$ cat src/rtl/fixed_point_sub.sv
`default_nettype none
// ============================================================================
//  fixed_point_sub
//  Two-stage signed fixed-point subtractor (A - B) with valid/ready flow
//  control, selectable saturate/wrap and a sticky overflow flag.
//  Revision: 1.0
// ============================================================================
module fixed_point_sub #(
   parameter int WIDTH     = 8,
   parameter int FRAC_BITS = 3,
   parameter int SATURATE  = 1
) (
   input  logic             CLK,
   input  logic             RST,
   input  logic [WIDTH-1:0] VALUE_A_IN,
   input  logic [WIDTH-1:0] VALUE_B_IN,
   input  logic             VALID_IN,
   output logic             READY_OUT,
   output logic [WIDTH-1:0] VALUE_OUT,
   output logic             VALID_OUT,
   input  logic             READY_IN,
   output logic             OVERFLOW,
   output logic             OVERFLOW_STICKY,
   input  logic             CLEAR_STICKY
);

   localparam logic [WIDTH-1:0] c_max_pos = {1'b0, {(WIDTH-1){1'b1}}};
   localparam logic [WIDTH-1:0] c_max_neg = {1'b1, {(WIDTH-1){1'b0}}};

   if (!(FRAC_BITS > 0 && FRAC_BITS < WIDTH)) begin : g_frac_bits_check
      $error("fixed_point_sub: FRAC_BITS must satisfy 0 < FRAC_BITS < WIDTH");
   end

   logic             s1_valid_q, s1_valid_d;
   logic [WIDTH:0]   s1_diff_q,  s1_diff_d;
   logic             s2_valid_q, s2_valid_d;
   logic [WIDTH-1:0] value_q,    value_d;
   logic             ovf_q,      ovf_d;
   logic             sticky_q,   sticky_d;

   logic             w_s2_load;
   logic             w_in_xfer;
   logic             w_out_xfer;

   // READY_OUT stays a single AND/OR level deep on READY_IN.
   assign w_s2_load  = s1_valid_q && (!s2_valid_q || READY_IN);
   assign READY_OUT  = !s1_valid_q || w_s2_load;
   assign w_in_xfer  = VALID_IN && READY_OUT;
   assign w_out_xfer = s2_valid_q && READY_IN;

   always_comb begin
      logic w_ovf;
      s1_valid_d = s1_valid_q;
      s1_diff_d  = s1_diff_q;
      s2_valid_d = s2_valid_q;
      value_d    = value_q;
      ovf_d      = ovf_q;
      sticky_d   = sticky_q;

      // One extra bit makes the difference exact; overflow is judged in stage 2.
      if (w_in_xfer) begin
         s1_valid_d = 1'b1;
         s1_diff_d  = {VALUE_A_IN[WIDTH-1], VALUE_A_IN} - {VALUE_B_IN[WIDTH-1], VALUE_B_IN};
      end else if (w_s2_load) begin
         s1_valid_d = 1'b0;
      end

      w_ovf = s1_diff_q[WIDTH] ^ s1_diff_q[WIDTH-1];
      if (w_s2_load) begin
         s2_valid_d = 1'b1;
         ovf_d      = w_ovf;
         if (SATURATE != 0 && w_ovf) begin
            value_d = s1_diff_q[WIDTH] ? c_max_neg : c_max_pos;
         end else begin
            value_d = s1_diff_q[WIDTH-1:0];
         end
      end else if (w_out_xfer) begin
         s2_valid_d = 1'b0;
      end

      if (w_out_xfer && ovf_q) begin
         sticky_d = 1'b1;
      end else if (CLEAR_STICKY) begin
         sticky_d = 1'b0;
      end
   end

   always_ff @(posedge CLK) begin
      if (RST) begin
         s1_valid_q <= 1'b0;
         s1_diff_q  <= '0;
         s2_valid_q <= 1'b0;
         value_q    <= '0;
         ovf_q      <= 1'b0;
         sticky_q   <= 1'b0;
      end else begin
         s1_valid_q <= s1_valid_d;
         s1_diff_q  <= s1_diff_d;
         s2_valid_q <= s2_valid_d;
         value_q    <= value_d;
         ovf_q      <= ovf_d;
         sticky_q   <= sticky_d;
      end
   end

   assign VALUE_OUT       = value_q;
   assign VALID_OUT       = s2_valid_q;
   assign OVERFLOW        = ovf_q;
   assign OVERFLOW_STICKY = sticky_q;

endmodule
`default_nettype wire

$ cat config.mk
export PLATFORM = sky130hd
export DESIGN_NAME = fixed_point_sub
export DESIGN_NICKNAME = d
export VERILOG_FILES = /design/src/rtl/fixed_point_sub.sv
export SDC_FILE = /design/constraint.sdc
export NUM_CORES = 1
export LEC_CHECK = 0
export CORE_MARGIN = 4
export CORE_UTILIZATION = 47
export CTS_CLUSTER_SIZE = 28
export DETAILED_ROUTE_END_ITERATION = 10
export PLACE_DENSITY = 0.78
export SLEW_MARGIN = 20
export SYNTH_ARGS = -nofsm -noshare
export SYNTH_HDL_FRONTEND = slang
export SYNTH_SLANG_ARGS = --single-unit
$ cat constraint.sdc
create_clock -name CLK -period 2.7 [get_ports CLK]
set_clock_uncertainty 0.2 [all_clocks]
set_input_delay 0.54 -clock CLK [delete_from_list [all_inputs] [get_ports CLK]]
set_output_delay 0.54 -clock CLK [all_outputs]
set_load 0.005 [all_outputs]
=== After elaboration in Yosys (flattened, before gate mapping) ===
Cells that the tools add are included.

* Bits in registers: 21
* Input port bits: 21
* Output and inout port bits: 12

* Reduce and logical (&&, ||, !) cells: 11
* Bitwise gates (word level): 1
* Muxes and demuxes: 8
* Add/sub/neg operators: 1

{| class="wikitable"
|+ Operators by type and width
! cell !! count
|-
| two-way mux 8 bit || 2
|-
| subtractor 8 x 8 -> 9 bit || 1
|-
| two-way mux 1 bit || 6
|-
| nonzero test 2 bit || 3
|-
| logical AND 1 bit || 4
|-
| logical NOT 1 bit || 2
|-
| logical OR 1 bit || 2
|-
| XOR 1 bit || 1
|}

=== Logic depth before layout (Yosys ltp) ===
Gate-level depths: netlist (run 1).

* Word-level depth: 6
* Mapped depth: 8
* Mapped depth without buffers: 8

=== Worst setup path before layout (run 1) ===
No wires, ideal clock.

* Path kind: input to register
* Start: input port VALUE_B_IN[5]
* End: register s1_diff_q[7]
* Setup time: 0.128 ns
* Stages: 7
* Path slack: 0.591 ns
* Arrival: 1.780 ns
* Required time: 2.372 ns
* Path buffers: 0
* Path through: inv_1 -> ha_1 -> a21o_1 -> or3_1 -> o221ai_2 -> mux2i_1 -> o31ai_1

* Cells in the longest elaborated chain, start to end: 1

{| class="wikitable"
|+ RTL lines
! item !! RTL line !! text
|-
| start: declaration || 16 || <nowiki>input logic [WIDTH-1:0] VALUE_B_IN,</nowiki>
|-
| subtractor 8 x 8 -> 9 bit || 63 || <nowiki>s1_diff_d = {VALUE_A_IN[WIDTH-1], VALUE_A_IN} - {VALUE_B_IN[WIDTH-1], VALUE_B_IN};</nowiki>
|-
| end signal: assignment || 98 || <nowiki>s1_diff_q <= s1_diff_d;</nowiki>
|-
| end: declaration || 35 || <nowiki>logic [WIDTH:0] s1_diff_q, s1_diff_d;</nowiki>
|}

Every way passes these cells.
A chain may end at the register's enable or synchronous reset.

=== Final worst setup path (run 1) ===
* Start: input port READY_IN
* End: output port READY_OUT

* Cells in the longest elaborated chain, start to end: 3

{| class="wikitable"
|+ RTL lines
! item !! RTL line !! text
|-
| start: declaration || 21 || <nowiki>input logic READY_IN,</nowiki>
|-
| logical OR 1 bit || 46 || <nowiki>assign w_s2_load = s1_valid_q && (!s2_valid_q || READY_IN);</nowiki>
|-
| logical AND 1 bit || 46 ||
|-
| logical OR 1 bit || 47 || <nowiki>assign READY_OUT = !s1_valid_q || w_s2_load;</nowiki>
|-
| end: declaration || 18 || <nowiki>output logic READY_OUT,</nowiki>
|}

Every way passes these cells.

==> flow_summary.json, run 1 <==
{
  "cts.clk_slew.worst_paths_ps": 110,
  "rsz0062_at_grt": "no",
  "asyncSetResetFlopFracSynth": 0,
  "clock-sinks": 21,
  "static-leakage-power_uw": 0.0006888,
  "numCtsBuffers": 3,
  "report.final.hold_viol_count": 0,
  "floorplan.die.width_um": 58.66,
  "worst_setup_path_endpoint": "READY_OUT",
  "viasPerCell": 5.215,
  "detail_route.wirelength_um": 2415,
  "synth_warnings": 0,
  "dp_cells": 205,
  "multi_input_comb_area_um2": 704.4,
  "fillerInstances": 235,
  "power_density_nw_per_um2": 443.7,
  "grt_pass1_wl_um": 3877,
  "cp_slowest_cell": "sky130_fd_sc_hd__clkdlybuf4s50_1",
  "r2r_cells": 5,
  "clock_latency_ps": 300,
  "timing.final.max_slew_violations": 0,
  "grt_pass1_vias": 963,
  "synth_area_leaders": "sky130_fd_sc_hd__dfxtp_1 35%, sky130_fd_sc_hd__ha_1 10%, sky130_fd_sc_hd__nand2b_1 5.7%, sky130_fd_sc_hd__a21oi_1 5.0%, sky130_fd_sc_hd__nand3_1 4.1%",
  "setup_slack_ps": 273.9,
  "postCtsSetupBuffers": 0,
  "cp_max_fo": 4,
  "dp_hpwl_um": 1991,
  "ios": 33,
  "cp.required_ps": 1960,
  "nets_in_the_synthesized_netlist": 177,
  "starting_utilization_of_the_core_area": 0.4913,
  "post_place_setup_slack_ps": 46.38,
  "route.vias.total": 1090,
  "drv.max_cap_violation_count": 0,
  "yosysTopAreaCellShare": 0.3485,
  "timing_worst_setup_path_type": "primary input to output pin",
  "crit_start": "READY_IN",
  "critical_path.cell_chain": "clkdlybuf4s50_1, nand3b_4, clkdlybuf4s50_1",
  "synth_enable_flop_cells": 0,
  "report.power.total_uw": 704.4,
  "max-slew-margin-rel": 0.7100,
  "post-synth-top-area-cell": "sky130_fd_sc_hd__dfxtp_1",
  "hold_depth": 2,
  "dr.first_iter.drc_count": 21,
  "insertedDiodeCount": 0,
  "vdd_ir_drop_max_v": 0.0003174,
  "timing.critical_path.to_type": "output pin",
  "post_layout_nonfiller_instances": 209,
  "syn_avg_cell_area_um2": 8.318,
  "placeableCoreArea_um2": 2455,
  "period_minus_slack_ps": 2426,
  "cts.htree.levels": 1,
  "synth_cell_types": 35,
  "die_area_um2": 3441,
  "avgRoutedWirePerCell_um": 11.56,
  "antenna_left": 0,
  "tightest_pin_transition_ps": 433.7,
  "tritoncts": "built",
  "grt_antenna_before_repair": 0,
  "outcome": "completed",
  "die_h_um": 58.66,
  "synthToLayoutAreaGrowth_pct": 31.64,
  "beginning_of_the_worst_register_to_register_path": "s1_diff_q[7]",
  "num-nets-final": 212,
  "dominantRegCellSynth": "sky130_fd_sc_hd__dfxtp_1",
  "fin_tns_setup_ps": 0,
  "total_number_of_placement_rows": 18,
  "number_of_register_bits_inferred_by_synthesis": 21,
  "grt.overflow.total": 0,
  "endpoint_of_the_worst_register_to_register_path": "VALUE_OUT[3]",
  "netlist_area_um2": 1206,
  "regArea_um2": 420.4,
  "cts_root_buffer": "sky130_fd_sc_hd__clkbuf_4",
  "gpl.final_weighted_congestion": 0.9599,
  "r2r_slack_ps": 1070,
  "clk_path_buf_depth": 2,
  "post-route-period-util": 0.8986,
  "sequential_share_of_the_synthesized_area": 0.3485,
  "syn_inst": 145,
  "worstPathArrival_ps": 1690,
  "cp_dominant_cell_by_count": "sky130_fd_sc_hd__clkdlybuf4s50_1",
  "first_pass_iters": 4,
  "min_path_type": "flip-flop to flip-flop",
  "grt_usage": 0.1446,
  "cts_repair_resize_count": 0,
  "cp-start-kind": "primary input",
  "detail_route.drc_violations": 0,
  "fmax_ghz": 0.4122,
  "port_buffers": 32,
  "drive_above_1_share": 0.06704,
  "grt_max_degree": 14,
  "max_stage_delay_ps": 500,
  "cts-hold-fix-buffers": 0,
  "finalSetupViolations": 0
}
synthesized netlist by cell type (2+ instances only):
master                     instances
sky130_fd_sc_hd__o21ai_0           3
sky130_fd_sc_hd__a21oi_1          12
sky130_fd_sc_hd__or3_1             2
sky130_fd_sc_hd__and2_1            2
sky130_fd_sc_hd__inv_1            13
sky130_fd_sc_hd__ha_1             10
sky130_fd_sc_hd__xor2_1            2
sky130_fd_sc_hd__nand3_1          10
sky130_fd_sc_hd__a31oi_1           2
sky130_fd_sc_hd__o31ai_1           3
sky130_fd_sc_hd__a211oi_1          6
sky130_fd_sc_hd__dfxtp_1          21
sky130_fd_sc_hd__nor3_1            5
sky130_fd_sc_hd__clkbuf_1          2
sky130_fd_sc_hd__nor4b_1           2
sky130_fd_sc_hd__nor2_1           13
sky130_fd_sc_hd__nand2b_1         11
sky130_fd_sc_hd__nand2_1           9
registers in the layout (all words and copies together) (netlist names):
name / cells
s1_valid_q: 1
s1_diff_q: 9
OVERFLOW: 1
VALUE_OUT: 8
OVERFLOW_STICKY: 1
VALID_OUT: 1
routing by layer:
layer	wire length, um	vias to the layer above	part of all wire	global-route usage
met1	1058	480	0.44	0.1626
met4	42	0	0.017	0.07443
met5	0	-	0	0
met2	1181	32	0.49	0.2632
li1	-	574	-	-
met3	132	4	0.055	0.01974
cells in the final DEF, fill, tap and decap left out, drive strengths merged, types with 2 or more instances in the layout:
cell type,n
a21oi,12
clkbuf,4
nor2,13
xor2,2
inv,13
ha,10
and2,2
buf,4
dfxtp,21
or3,2
nand2,9
o31ai,3
a211oi,6
clkdlybuf4s50,32
o21ai,4
nand3,10
nand2b,11
nor3,5
a31oi,2
nor4b,2
worst max-delay path, delay by kind of cell:
kind | cells | cell delay (ps)
buffers and inverters | 2 | 1000
AND/OR/NAND/NOR | 1 | 150
through the flow:
stage                     hold slack [ps]  cell area, um2  utilization
after floorplan                     236.8            1206            -
after global placement              239.0            1562       0.6361
after detailed placement            250.3            1562       0.6361
after CTS                           265.7            1588       0.6468
after global routing                286.3            1588       0.6468
final                               264.2            1588       0.6468
final cells by class:
cell class | count | area share
repair buffers | 36 | 0.2206
clock buffers | 4 | 0.01655
multi-input cells | 105 | 0.4437
well taps | 30 | 0.02364
flip-flops and latches | 21 | 0.2648
inverters | 13 | 0.03073
power by group:
part           switching (uW)  internal, uW
Sequential               15.0           335
Clock                    90.3          57.6
Combinational            95.1           111
Total                     200           504
how the worst min path moves through the flow:
| stage | start | to | slack, ps |
|---|---|---|---|
| floorplan | s1_diff_q[4] | s1_diff_q[4] | 240 |
| global placement | VALUE_OUT[3] | VALUE_OUT[3] | 240 |
| detailed placement | VALUE_OUT[4] | VALUE_OUT[4] | 250 |
| CTS | VALUE_OUT[2] | VALUE_OUT[2] | 270 |
| global route | VALUE_OUT[5] | VALUE_OUT[5] | 290 |
| finish | VALUE_OUT[2] | VALUE_OUT[2] | 260 |
cells by family (layout without fill, tap and decap cells):
family                     count (synthesis)  in the layout  synth area share
adders and majority gates                 11             11            0.1203
buffers and inverters                     19             53           0.06742
DFF                                       21             21            0.3485
muxes                                      1              1          0.008299
and+or+nand+nor                           58             58            0.2583
xor gates and xnor gates                   2              2           0.01453
AOI/OAI and AO/OA                         33             33            0.1826
Power figures use the tool's default switching activity.
==> inputs of run 2 (changes only) <==
--- a/config.mk
+++ b/config.mk
@@ -6,10 +6,11 @@
 export NUM_CORES = 1
 export LEC_CHECK = 0
 export CORE_MARGIN = 4
-export CORE_UTILIZATION = 47
+export CORE_UTILIZATION = 61
 export CTS_CLUSTER_SIZE = 28
 export DETAILED_ROUTE_END_ITERATION = 10
-export PLACE_DENSITY = 0.78
+export DONT_BUFFER_PORTS = 1
+export PLACE_DENSITY = 0.77
 export SLEW_MARGIN = 20
 export SYNTH_ARGS = -nofsm -noshare
 export SYNTH_HDL_FRONTEND = slang
==> run 2 against run 1 <==
Effect of this change:
- count of clock-buffer cells in the layout down 1
- non-clock buffer count down 36
- flip-flop and latch count unchanged
- sequential power up 1%
- die area down 20%
- largest power group unchanged
- final cell count down 20%
- hold slack worse by 160 ps
- sequential share of layout area up 7.6 points
- wire length down 4.5%
==> flow_summary.json, run 2 (synthesized netlist as in run 1, its figures left out) <==
{
  "outcome": "completed",
  "cp_max_fo": 6,
  "power.clock.fraction": 0.222,
  "post_place_setup_slack_ps": 447.1,
  "cts.htree.levels": 1,
  "tightest_pin_transition_ps": 418.4,
  "die_h_um": 52.47,
  "setup_slack_ps": 718.6,
  "max-slew-margin-rel": 0.7204,
  "num-nets-final": 176,
  "postCtsSetupBuffers": 0,
  "detail_route.wirelength_um": 2306,
  "grt.overflow.total": 0,
  "die_area_um2": 2753,
  "grt_usage": 0.1759,
  "combPwrFrac": 0.225,
  "post_layout_nonfiller_instances": 168,
  "layout.cells.most_common": "sky130_fd_sc_hd__dfxtp_1",
  "regArea_um2": 420.4,
  "first_pass_iters": 4,
  "seq_power_share": 0.553,
  "switching_power_uw": 185.5,
  "cellInternalPower_uw": 454.6,
  "dp_hpwl_um": 1866,
  "period_minus_slack_ps": 1981,
  "commonest_cells_after_routing_fill_and_taps_aside": "21 x sky130_fd_sc_hd__dfxtp_1, 13 x sky130_fd_sc_hd__inv_1, 13 x sky130_fd_sc_hd__nor2_1",
  "min_path_type": "primary input to flip-flop",
  "dr.first_iter.drc_count": 15,
  "detail_route.drc_violations": 0,
  "ios": 33,
  "cts_root_buffer": "sky130_fd_sc_hd__clkbuf_4",
  "post-route-period-util": 0.7338,
  "fillerInstances": 175,
  "grt_pass1_wl_um": 3657,
  "fin_tns_setup_ps": 0,
  "multi_input_comb_area_um2": 704.4,
  "starting_utilization_of_the_core_area": 0.6694,
  "total_number_of_placement_rows": 15,
  "drive_above_1_share": 0.06294,
  "numCtsBuffers": 3,
  "cts-hold-fix-buffers": 0,
  "cp-start-kind": "primary input",
  "grt_antenna_before_repair": 0,
  "clk_path_buf_depth": 2,
  "cp.required_ps": 2680,
  "vdd_ir_drop_max_v": 0.0003143,
  "timing_worst_setup_path_type": "primary input to flip-flop",
  "insertedDiodeCount": 0,
  "cts_repair_resize_count": 0,
  "static-leakage-power_uw": 0.0005512,
  "route.vias.total": 981,
  "placeableCoreArea_um2": 1802,
  "floorplan.die.width_um": 52.47,
  "fmax_ghz": 0.5047,
  "max_flop_register": "s1_diff_q",
  "worstPathArrival_ps": 1970,
  "max_ffs_per_register": 9,
  "tritoncts": "built",
  "clock_latency_ps": 290,
  "drv.max_cap_violation_count": 0,
  "grt_max_degree": 25,
  "switching_share": 0.2897,
  "avgRoutedWirePerCell_um": 13.73,
  "rsz0062_at_grt": "no",
  "port_buffers": 0,
  "synthToLayoutAreaGrowth_pct": 2.178,
  "antenna_left": 0,
  "grt_pass1_vias": 890,
  "timing.final.max_slew_violations": 0,
  "clock-sinks": 21,
  "power_density_nw_per_um2": 519.3,
  "dp_cells": 164,
  "viasPerCell": 5.839,
  "timing.critical_path.to_type": "flip-flop",
  "finalSetupViolations": 0,
  "report.final.hold_viol_count": 0,
  "gpl.final_weighted_congestion": 0.8151,
  "final_core_util": 0.6840,
  "cts.clk_slew.worst_paths_ps": 110,
  "hold_ws_ps": 106.9
}
run 2: worst paths after layout:
check	start	slack [ps]	to	cells after the start
setup / recovery	VALUE_B_IN[5]	720	s1_diff_q[7]	7
hold / removal	RST	110	VALUE_OUT[2]	1
setup reg to reg	VALID_OUT	1050	s1_diff_q[5]	4
hold reg to reg	s1_diff_q[6]	270	s1_diff_q[6]	2
run 2: layout make-up:
type / instances / area share
multi-input combinational: 105 / 0.5716
clock buffer: 3 / 0.01827
clock inverter: 1 / 0.004061
tap: 25 / 0.02538
sequential: 21 / 0.3411
inverter: 13 / 0.03959
run 2: power by group through the flow:
stage | clock network [uW] | registers, uW | logic, uW
global route | 160 | 357 | 162
global placement | 0 | 360 | 136
floorplan | 0 | 356 | 126
CTS | 147 | 354 | 144
detailed placement | 0 | 361 | 143
finish | 142 | 354 | 144
run 2: routing by layer:
| metal | part of all wire | vias up | track usage |
|---|---|---|---|
| met5 | 0 | - | 0 |
| met2 | 0.48 | 32 | 0.3058 |
| met1 | 0.44 | 440 | 0.2119 |
| li1 | - | 503 | - |
| met3 | 0.052 | 6 | 0.01709 |
| met4 | 0.023 | 0 | 0.08936 |
run 2: critical path, cell delays in order:
cell	delay, ps
sky130_fd_sc_hd__inv_1	20
sky130_fd_sc_hd__ha_1	340
sky130_fd_sc_hd__a21o_1	210
sky130_fd_sc_hd__or3_1	320
sky130_fd_sc_hd__o221ai_2	160
sky130_fd_sc_hd__mux2i_1	260
sky130_fd_sc_hd__o31ai_1	100
run 2: metrics by stage:
stage	total power, uW	instance area (um2)
floorplan	481.8	1206
global placement	496.0	1205
detailed placement	504.5	1205
CTS	644.8	1232
global route	679.0	1232
finish	640.1	1232
==> patch: new RTL, flow settings as in run 2 <==
Take the reset off `value_q` and load it in a clocked block of its own.
--- a/src/rtl/fixed_point_sub.sv
+++ b/src/rtl/fixed_point_sub.sv
@@ -90,17 +90,19 @@
          s1_valid_q <= 1'b0;
          s1_diff_q  <= '0;
          s2_valid_q <= 1'b0;
-         value_q    <= '0;
          ovf_q      <= 1'b0;
          sticky_q   <= 1'b0;
       end else begin
          s1_valid_q <= s1_valid_d;
          s1_diff_q  <= s1_diff_d;
          s2_valid_q <= s2_valid_d;
-         value_q    <= value_d;
          ovf_q      <= ovf_d;
          sticky_q   <= sticky_d;
       end
+   end
+
+   always_ff @(posedge CLK) begin
+      value_q <= value_d;
    end
 
    assign VALUE_OUT       = value_q;
Behaviour: differs if RST is asserted again (counterexample within 4 cycles, from zero or initial values and one cycle with RST high); with RST held inactive, the same outputs for 10 cycles.
==> patch against run 2 <==
- area after synthesis increased by 2.0%
- wire length shrank 15%
- total power rose by 2.9%
- register-to-register slack worse by 0.04 ns
- cell area up 2.3%
- worst setup slack better by 0.025 ns
- fmax rose by 1.3%
- final cell count fell by 8.9%
- combinational power is 5% lower
- sequential cell count unchanged
- critical endpoint is now s1_diff_q[8]
- largest cell class unchanged
==> patch: results (changes against run 2) <==
[critical_path]
arrival_ns = 1.94  ; -0.03 ns
r2r_start = s1_diff_q[7]
r2r_end = VALUE_OUT[2]
cp_top_family = adder cells

[run_status]
outcome = completed

[power]
leakage_nw = 0.555  ; +0.67%
seqPwrFrac_pct = 57.7  ; +2.4 points
ir_worst_vdd_mv = 0.301  ; -4.2%
switching_power_uw = 174  ; -6.2%
finalPower_uw = 658  ; +2.9%

[synthesis]
synth_nets = 159  ; -10%

[cells_and_area]
drive_gt1_share_pct = 9.38  ; +3.1 points
regArea_um2 = 500  ; +19%
n_all_buffers = 1  ; +1
fillers = 151  ; -14%

[min_path]
hold_end = OVERFLOW_STICKY

[global_route]
first_global_vias = 833  ; -6.4%
met3_usage_pct = 2.25  ; +0.54 points
met2_usage_pct = 29.5  ; -1.0 points

[place]
place_ws_ns = 0.454  ; +0.00733 ns
post-dp-hpwl_um = 1610  ; -14%

[sta]
holdWs_ns = 0.102  ; -0.00495 ns
tightest_slew_ns = 0.723  ; +0.305 ns

[drt]
first_iter_violations = 9  ; -6
wl_um = 1960  ; -15%
dr_wl_met2_um = 929  ; -17%

==> patch: worst max-delay path by stage <==
| stage | from | end | cells past startpoint |
|---|---|---|---|
| 2_1_floorplan | VALUE_A_IN[0] | s1_diff_q[6] | 7 |
| 6_report | VALUE_A_IN[0] | s1_diff_q[8] | 8 |
| 3_5_place_dp | VALUE_A_IN[0] | s1_diff_q[8] | 8 |
| 5_1_grt | VALUE_A_IN[0] | s1_diff_q[8] | 8 |
| 4_1_cts | VALUE_A_IN[0] | s1_diff_q[8] | 8 |
| 3_3_place_gp | VALUE_A_IN[0] | s1_diff_q[8] | 8 |
==> patch: cells by family after synthesis <==
kind of cell / after synthesis / synth area share, %
AOI/OAI and AO/OA: 35 / 19.6
xor gates and xnor gates: 1 / 0.712
DFF: 21 / 40.7
and+or+nand+nor: 36 / 18.1
adders and majority gates: 11 / 11.8
buffers and inverters: 22 / 8.24
muxes: 1 / 0.814
